$ cat src/rtl/sram_arbiter_pkg.sv
// Shared types and sizing helpers for the two-master sram-like arbiter.
package sram_arbiter_pkg;

    typedef enum logic {
        SRC_INST = 1'b0,
        SRC_DATA = 1'b1
    } src_id_t;

    typedef enum logic [1:0] {
        LOCK_NONE = 2'd0,
        LOCK_INST = 2'd1,
        LOCK_DATA = 2'd2
    } lock_state_t;

    localparam int OUTSTANDING_DEFAULT = 2;

    function automatic int cnt_width(input int depth);
        return $clog2(depth + 1);
    endfunction

    function automatic int ptr_width(input int depth);
        return (depth > 1) ? $clog2(depth) : 1;
    endfunction

endpackage

$ cat src/rtl/sram_id_fifo.sv
// In-order FIFO of source ids for transactions accepted by the slave but not yet answered.
module sram_id_fifo
    import sram_arbiter_pkg::*;
#(
    parameter  int DEPTH = OUTSTANDING_DEFAULT,
    localparam int CNT_W = cnt_width(DEPTH),
    localparam int PTR_W = ptr_width(DEPTH)
) (
    input  logic             clk,
    input  logic             reset,
    input  logic             push,
    input  src_id_t          push_id,
    input  logic             pop,
    output src_id_t          head,
    output logic [CNT_W-1:0] count,
    output logic             full,
    output logic             empty
);

    src_id_t          slots [DEPTH];
    logic [PTR_W-1:0] wr_ptr;
    logic [PTR_W-1:0] rd_ptr;
    logic             do_push;
    logic             do_pop;

    function automatic logic [PTR_W-1:0] ptr_inc(input logic [PTR_W-1:0] p);
        return (p == PTR_W'(DEPTH - 1)) ? '0 : p + 1'b1;
    endfunction

    assign full    = (count == CNT_W'(DEPTH));
    assign empty   = (count == '0);
    assign do_push = push && !full;
    assign do_pop  = pop && !empty;
    assign head    = slots[rd_ptr];

    always_ff @(posedge clk or posedge reset) begin
        if (reset) begin
            wr_ptr <= '0;
            rd_ptr <= '0;
            count  <= '0;
        end else begin
            if (do_push) wr_ptr <= ptr_inc(wr_ptr);
            if (do_pop)  rd_ptr <= ptr_inc(rd_ptr);
            case ({do_push, do_pop})
                2'b10:   count <= count + 1'b1;
                2'b01:   count <= count - 1'b1;
                default: count <= count;
            endcase
        end
    end

    // Payload needs no reset: it is only read while count says the slot is live.
    always_ff @(posedge clk) begin
        if (do_push) slots[wr_ptr] <= push_id;
    end

endmodule

$ cat src/rtl/sram_arbiter.sv
// Merges instruction and data sram-like masters onto one slave, data first,
// holding the grant while the slave stalls a request.
module sram_arbiter
    import sram_arbiter_pkg::*;
#(
    parameter int OUTSTANDING = OUTSTANDING_DEFAULT
) (
    input  logic        clk,
    input  logic        reset,

    input  logic        inst_sram_req,
    input  logic        inst_sram_wr,
    input  logic [1:0]  inst_sram_size,
    input  logic [3:0]  inst_sram_wstrb,
    input  logic [31:0] inst_sram_addr,
    input  logic [31:0] inst_sram_wdata,
    output logic        inst_sram_addr_ok,
    output logic        inst_sram_data_ok,
    output logic [31:0] inst_sram_rdata,

    input  logic        data_sram_req,
    input  logic        data_sram_wr,
    input  logic [1:0]  data_sram_size,
    input  logic [3:0]  data_sram_wstrb,
    input  logic [31:0] data_sram_addr,
    input  logic [31:0] data_sram_wdata,
    output logic        data_sram_addr_ok,
    output logic        data_sram_data_ok,
    output logic [31:0] data_sram_rdata,

    output logic        mem_req,
    output logic        mem_wr,
    output logic [1:0]  mem_size,
    output logic [3:0]  mem_wstrb,
    output logic [31:0] mem_addr,
    output logic [31:0] mem_wdata,
    input  logic        mem_addr_ok,
    input  logic        mem_data_ok,
    input  logic [31:0] mem_rdata
);

    // Lock FSM
    //   state     | meaning
    //   LOCK_NONE | free arbitration, data master has priority
    //   LOCK_INST | inst request pending on slave, grant held on inst
    //   LOCK_DATA | data request pending on slave, grant held on data

    localparam int CNT_W = cnt_width(OUTSTANDING);

    lock_state_t      lock_q;
    lock_state_t      lock_next;
    src_id_t          grant;
    logic             granted_req;
    logic             can_issue;
    logic             accept;
    logic             pop;
    src_id_t          head_id;
    logic [CNT_W-1:0] fifo_count;
    logic             fifo_full;
    logic             fifo_empty;

    // Registered count, so a response this cycle frees a slot only from the next edge.
    assign can_issue = (fifo_count < CNT_W'(OUTSTANDING));

    always_ff @(posedge clk or posedge reset) begin
        if (reset) lock_q <= LOCK_NONE;
        else       lock_q <= lock_next;
    end

    always_comb begin
        lock_next = lock_q;
        grant     = data_sram_req ? SRC_DATA : SRC_INST;
        case (lock_q)
            LOCK_INST: grant = SRC_INST;
            LOCK_DATA: grant = SRC_DATA;
            default:   ;
        endcase
        granted_req = (grant == SRC_DATA) ? data_sram_req : inst_sram_req;
        mem_req     = granted_req && can_issue && !reset;
        if (mem_req && !mem_addr_ok)
            lock_next = (grant == SRC_DATA) ? LOCK_DATA : LOCK_INST;
        else if (mem_req && mem_addr_ok)
            lock_next = LOCK_NONE;
    end

    assign mem_wr    = (grant == SRC_DATA) ? data_sram_wr    : inst_sram_wr;
    assign mem_size  = (grant == SRC_DATA) ? data_sram_size  : inst_sram_size;
    assign mem_wstrb = (grant == SRC_DATA) ? data_sram_wstrb : inst_sram_wstrb;
    assign mem_addr  = (grant == SRC_DATA) ? data_sram_addr  : inst_sram_addr;
    assign mem_wdata = (grant == SRC_DATA) ? data_sram_wdata : inst_sram_wdata;

    assign accept            = mem_req && mem_addr_ok;
    assign inst_sram_addr_ok = accept && (grant == SRC_INST);
    assign data_sram_addr_ok = accept && (grant == SRC_DATA);

    assign pop               = mem_data_ok && !fifo_empty;
    assign inst_sram_data_ok = pop && (head_id == SRC_INST);
    assign data_sram_data_ok = pop && (head_id == SRC_DATA);
    assign inst_sram_rdata   = mem_rdata;
    assign data_sram_rdata   = mem_rdata;

    sram_id_fifo #(
        .DEPTH (OUTSTANDING)
    ) u_id_fifo (
        .clk     (clk),
        .reset   (reset),
        .push    (accept && !fifo_full),
        .push_id (grant),
        .pop     (pop),
        .head    (head_id),
        .count   (fifo_count),
        .full    (fifo_full),
        .empty   (fifo_empty)
    );

endmodule

$ cat config.mk
export PLATFORM = sky130hd
export DESIGN_NAME = sram_arbiter
export DESIGN_NICKNAME = d
export VERILOG_FILES = /design/src/rtl/sram_arbiter_pkg.sv /design/src/rtl/sram_id_fifo.sv /design/src/rtl/sram_arbiter.sv
export SDC_FILE = /design/constraint.sdc
export NUM_CORES = 1
export LEC_CHECK = 0
export ABC_AREA = 1
export BUFFER_PORTS_ARGS = -buffer_cell sky130_fd_sc_hd__clkbuf_2
export CAP_MARGIN = 5
export CORE_AREA = 8 8 118 120
export CTS_CLUSTER_DIAMETER = 150
export DETAILED_ROUTE_END_ITERATION = 16
export DIE_AREA = 0 0 126 128
export GPL_ROUTABILITY_DRIVEN = 0
export PLACE_DENSITY = 0.6
export SLEW_MARGIN = 10
export SYNTH_ARGS = -nofsm -noshare
export SYNTH_HDL_FRONTEND = slang
export SYNTH_SLANG_ARGS = --single-unit
$ cat constraint.sdc
create_clock -name clk -period 2.4 [get_ports clk]
set_clock_uncertainty 0.05 [all_clocks]
set_input_delay 0.36 -clock clk [delete_from_list [all_inputs] [get_ports clk]]
set_output_delay 0.36 -clock clk [all_outputs]
set_load 0.05 [all_outputs]
======== Yosys cells after proc, flatten, opt, wreduce, memory -nomap -nowiden ========
Memory sizes are Yosys's and may differ from the RTL's.
Index checks and enable logic that the tools add are counted.
storage, ports and cells
  flip-flop bits (word level) ............. 6
  bits in writable memories ............... 2
  input port bits ......................... 180
  output and inout port bits .............. 140
  word-level logic and storage cells ...... 52
  memories kept ........................... 1
memory list
  memory           words  bits a word  read ports  clocked after Yosys merged registers in  write ports  line                source
  u_id_fifo.slots  2      1            1           0                                        1            sram_id_fifo.sv:20  src_id_t slots [DEPTH];
cells by class
  add/sub/neg operators ................... 4
  $lt $le $gt $ge ......................... 1
  equality and inequality tests ........... 5
  multiplexer cells ....................... 16
  bitwise operators ....................... 2
  reductions and logical operators ........ 19
operators with widths
  cell                 count
  $mux 32              2
  $logic_and 1x1->1    12
  $mux 2               4
  $mux 1               7
  $eq 2x2->1 const B   3
  $eq 2x1->1 const B   2
  $logic_not 1->1      4
  $mux 4               1
  $pmux 2 s2           1
  $reduce_bool 2->1    2
  $add 1x1->1 const B  2
  $add 2x1->2 const B  1
  $logic_not 2->1      1
  $lt 2x2->1 const B   1
  $not 1->1            2
  $pmux 1 s2           1
  $sub 2x1->2 const B  1

======== Longest topological paths before layout ========
  depth after elaboration ................. 10
  mapped depth ............................ 11

======== Hierarchy ========
From an unflattened synthesis, not the netlist that was laid out.
second synthesis, totals
  cell total of the unflattened synthesis .. 362
  area total of the unflattened synthesis .. 1906.8 sq um
by module, submodules not included
  module        instances  cells an instance  area an instance (sq um)  sequential area each (sq um)
  sram_arbiter  1          323                1590.3                    50.0
  sram_id_fifo  1          39                 316.6                     160.2

======== Least setup slack after synthesis ========
OpenSTA, ideal clock, no wires.
  path type ............................... reg2out
  start point ............................. reg lock_q[0]
  end point ............................... out data_sram_addr_ok
  arrival ................................. 1.748 ns
  required time ........................... 1.990 ns
  slack ................................... 0.242 ns
  cell stages (with the launch flop) ...... 9
  buffers on the path ..................... 1
  path through ............................ dfrtp_1 > inv_1 > ha_1 > inv_1 > nand2_1 > nand2_2 > inv_4 > buf_4 > nor2_1
on the way
  word-level cells in the longest chain between the ends .. 7
  elaborated cells on any way between the ends .. 8
ends and longest elaborated chain
  element                                   line                source
  start, declared                           sram_arbiter.sv:50  lock_state_t lock_q;
  start signal, assigned                    sram_arbiter.sv:67  else lock_q <= lock_next;
  $eq 2x2->1 or $eq 2x1->1 (tied branches)  sram_arbiter.sv:73  case (lock_q)
  $pmux 1 s2 *                              sram_arbiter.sv:73
  $mux 1                                    sram_arbiter.sv:78  granted_req = (grant == SRC_DATA) ? data_sram_req : inst_sram_req;
  $logic_and 1x1->1 (2 in series)           sram_arbiter.sv:79  mem_req = granted_req && can_issue && !reset;
  $logic_and 1x1->1                         sram_arbiter.sv:92  assign accept = mem_req && mem_addr_ok;
  $logic_and 1x1->1 *                       sram_arbiter.sv:94  assign data_sram_addr_ok = accept && (grant == SRC_DATA);
  end, declared                             sram_arbiter.sv:27  output logic data_sram_addr_ok,
Every way passes the cells marked *; elsewhere a longest branch is shown, timed or not.

======== Worst setup path after layout ========
  start point ............................. reg lock_q[0]
  end point ............................... out mem_addr[17]
on the way
  word-level cells in the longest chain between the ends .. 3
  elaborated cells on any way between the ends .. 4
ends and longest elaborated chain
  element                                   line                source
  $eq 2x2->1 or $eq 2x1->1 (tied branches)  sram_arbiter.sv:73
  $pmux 1 s2 *                              sram_arbiter.sv:73
  $mux 32 *                                 sram_arbiter.sv:89  assign mem_addr = (grant == SRC_DATA) ? data_sram_addr : inst_sram_addr;
  end, declared                             sram_arbiter.sv:35  output logic [31:0] mem_addr,
Marks and branches as above.

==> flow_summary.json <==
{
  "initial_core_util": 0.151,
  "tightest_slew_ns": 0.538,
  "grt_pass1_vias": 2441,
  "synth_nets": 526,
  "clk_pin_slew_ns": 0.03,
  "fillers": 1357,
  "worstPathArrival_ns": 1.88,
  "die_height_um": 128,
  "diodes": 0,
  "wl_per_cell_um": 12.6,
  "fin_util": 0.282,
  "synth_cell_types": 17,
  "rsz0062_at_grt": "false",
  "die_area_um2": 16100,
  "ant_nets": 0,
  "critical_path.max_fanout": 38,
  "ioPinCount": 320,
  "slowest_delay_ns": 0.35,
  "power.static_leakage_nw": 2.11,
  "start_kind": "flip-flop",
  "max_slew_margin": 0.638,
  "status": "finished, final reports clean",
  "min_period_over_period": 0.953,
  "setup_tns_ns": 0,
  "syn_to_final_growth_pct": 87.3,
  "path_class": "flip-flop to primary output",
  "via_count": 2413,
  "grt_pass1_wl_mm": 12.2,
  "hold_violations": 0,
  "startpoint": "lock_q[0]$_DFFE_PP0P_",
  "ir_worst_vdd_mv": 0.669,
  "maxCapViolCount": 0,
  "placementRows": 41,
  "reg2reg_depth": 10,
  "drc": 0,
  "nNetsFinal": 680,
  "cellPowerDensity_nw_per_um2": 1750,
  "h-tree-depth": 1,
  "cts_num_sinks": 8,
  "syn_inst": 344,
  "wirelength_mm": 8.14,
  "grt_use_total": 0.0926,
  "ys_seq_area_frac": 0.114,
  "worstPathRequired_ns": 1.99,
  "reg2reg_from": "lock_q[0]$_DFFE_PP0P_",
  "antenna_found_initial": 0,
  "grt_max_degree": 39,
  "period_needed_ns": 2.29,
  "crit-reg2reg-capture": "u_id_fifo.count[1]$_DFFE_PP0P_",
  "syn_area_per_cell_um2": 5.34,
  "hp-class": "input pin to flip-flop",
  "path_cells": "inv_1, ha_1, nand2_1, nand2_2, inv_4, buf_12, nand2_1, nand2_1, clkbuf_2",
  "endpoint": "mem_addr[17]",
  "numCtsBuffers": 3,
  "fmax_mhz": 437,
  "overflow": 0,
  "r2r_slack_ns": 0.37,
  "cts_tree": "done",
  "core_area_um2": 12200,
  "ys_ff_latch": 8,
  "routed_via_density": 3.74,
  "finalMaxSlewViolations": 0,
  "end_kind": "primary output",
  "dp_hpwl_mm": 7.22,
  "setup_viol": 0,
  "io_buffer_count": 223,
  "detail_route.first_pass.iterations": 4,
  "cts-root-buf": "clkbuf_16",
  "path_common_cell": "nand2_1",
  "drtIter0Drc": 29,
  "synth_warnings": 0,
  "cts_max_path_buffers": 2,
  "synth_area_um2": 1840,
  "drive_gt1_frac": 0.472,
  "die_x_um": 126,
  "clk_latency_ns": 0.23,
  "cp_slowest_cell": "dfrtp_1"
}
[worst min-delay path by stage]
stage           startpoint  depth (start not counted)  slack (ns)                              to
5_1_grt        mem_addr_ok                          3        0.41    u_id_fifo.wr_ptr$_DFFE_PP0N_
3_5_place_dp         reset                          2        0.23  u_id_fifo.count[0]$_DFFE_PP0P_
2_1_floorplan        reset                          1        0.10           lock_q[0]$_DFFE_PP0P_
3_3_place_gp         reset                          2        0.23  u_id_fifo.count[1]$_DFFE_PP0P_
6_report       mem_addr_ok                          3        0.40    u_id_fifo.wr_ptr$_DFFE_PP0N_
4_1_cts        mem_addr_ok                          3        0.40    u_id_fifo.wr_ptr$_DFFE_PP0N_
[sequential cells by signal (all words and copies together), names as in the netlist]
name	count
u_id_fifo.slots	2
u_id_fifo.wr_ptr	1
u_id_fifo.rd_ptr	1
u_id_fifo.count	2
lock_q	2
[area by class of cell]
class                      count  area (um2)  area share
clock buffer                   3        75.1      0.0218
inverter                      11        43.8      0.0127
multi-input combinational    246         982       0.285
sequential                     8         210      0.0610
tap                          150         188      0.0545
timing repair buffer         228        1940       0.565
[per-stage QoR]
stage	std cells	total power [mW]	worst slack (ns)	hold WS [ns]	instance area (um2)
2_1_floorplan	344	3.77	0.242	0.101	1840
3_3_place_gp	642	5.76	0.359	0.231	3340
3_5_place_dp	642	5.77	0.335	0.227	3340
4_1_cts	646	6.07	0.0734	0.403	3420
5_1_grt	646	6.36	0.00116	0.414	3440
6_report	646	6.01	0.113	0.399	3440
[routing by layer]
metal,global-route usage,routed length (um)
met5,0,0
met4,0.0347,207
met3,0.0599,1270
met2,0.157,3720
met1,0.0889,2940
[power breakdown]
| group | internal [mW] | switching (mW) |
|---|---|---|
| Sequential | 0.200 | 0.0396 |
| Clock | 0.214 | 0.0607 |
| Combinational | 2.07 | 3.43 |
| Total | 2.49 | 3.53 |
[repair_timing]
action	in CTS	in global routing
buffers inserted	0	0
endpoints found under the setup margin	0	14
endpoints found under the hold margin	6	0
hold buffers	1	0
resized for setup	0	20
[Yosys cell counts]
cell      instances  area (um2)
nand3_2           1        10.0
ha_1              2        25.0
xnor2_1           3        26.3
nand3_1           1        5.00
buf_6             7        78.8
dfrtp_1           6         150
a21oi_1           1        5.00
edfxtp_1          2        60.1
buf_4            66         495
nand2_2           1        6.26
inv_4             1        6.26
buf_2             6        30.0
nand2_1         224         841
nand4_1           3        18.8
nor2_1            6        22.5
o21ai_0           4        20.0
inv_1            10        37.5
[cells by family after synthesis]
group / Yosys count / share of synthesized area
buf+inv: 90 / 0.353
simple gates: 236 / 0.491
fa+ha+maj: 2 / 0.0136
compound gates: 5 / 0.0136
xor+xnor: 3 / 0.0143
flops: 8 / 0.114
[worst max-delay path, delay by kind of cell, from the launching register on]
kind	cells	cell delay (ns)
and+or+nand+nor	4	0.36
adders and majority gates	1	0.31
buffers and inverters	4	0.60
DFF	1	0.35
[placed cells by master, fill, tap and decap left out, types with 4 or more instances in the layout]
cell type	count
dfrtp_1	6
o21ai_0	4
clkbuf_2	163
buf_2	5
nand2_1	224
clkbuf_4	7
nor2_1	5
inv_1	10
buf_12	52
(Power assumes the default switching activity.)
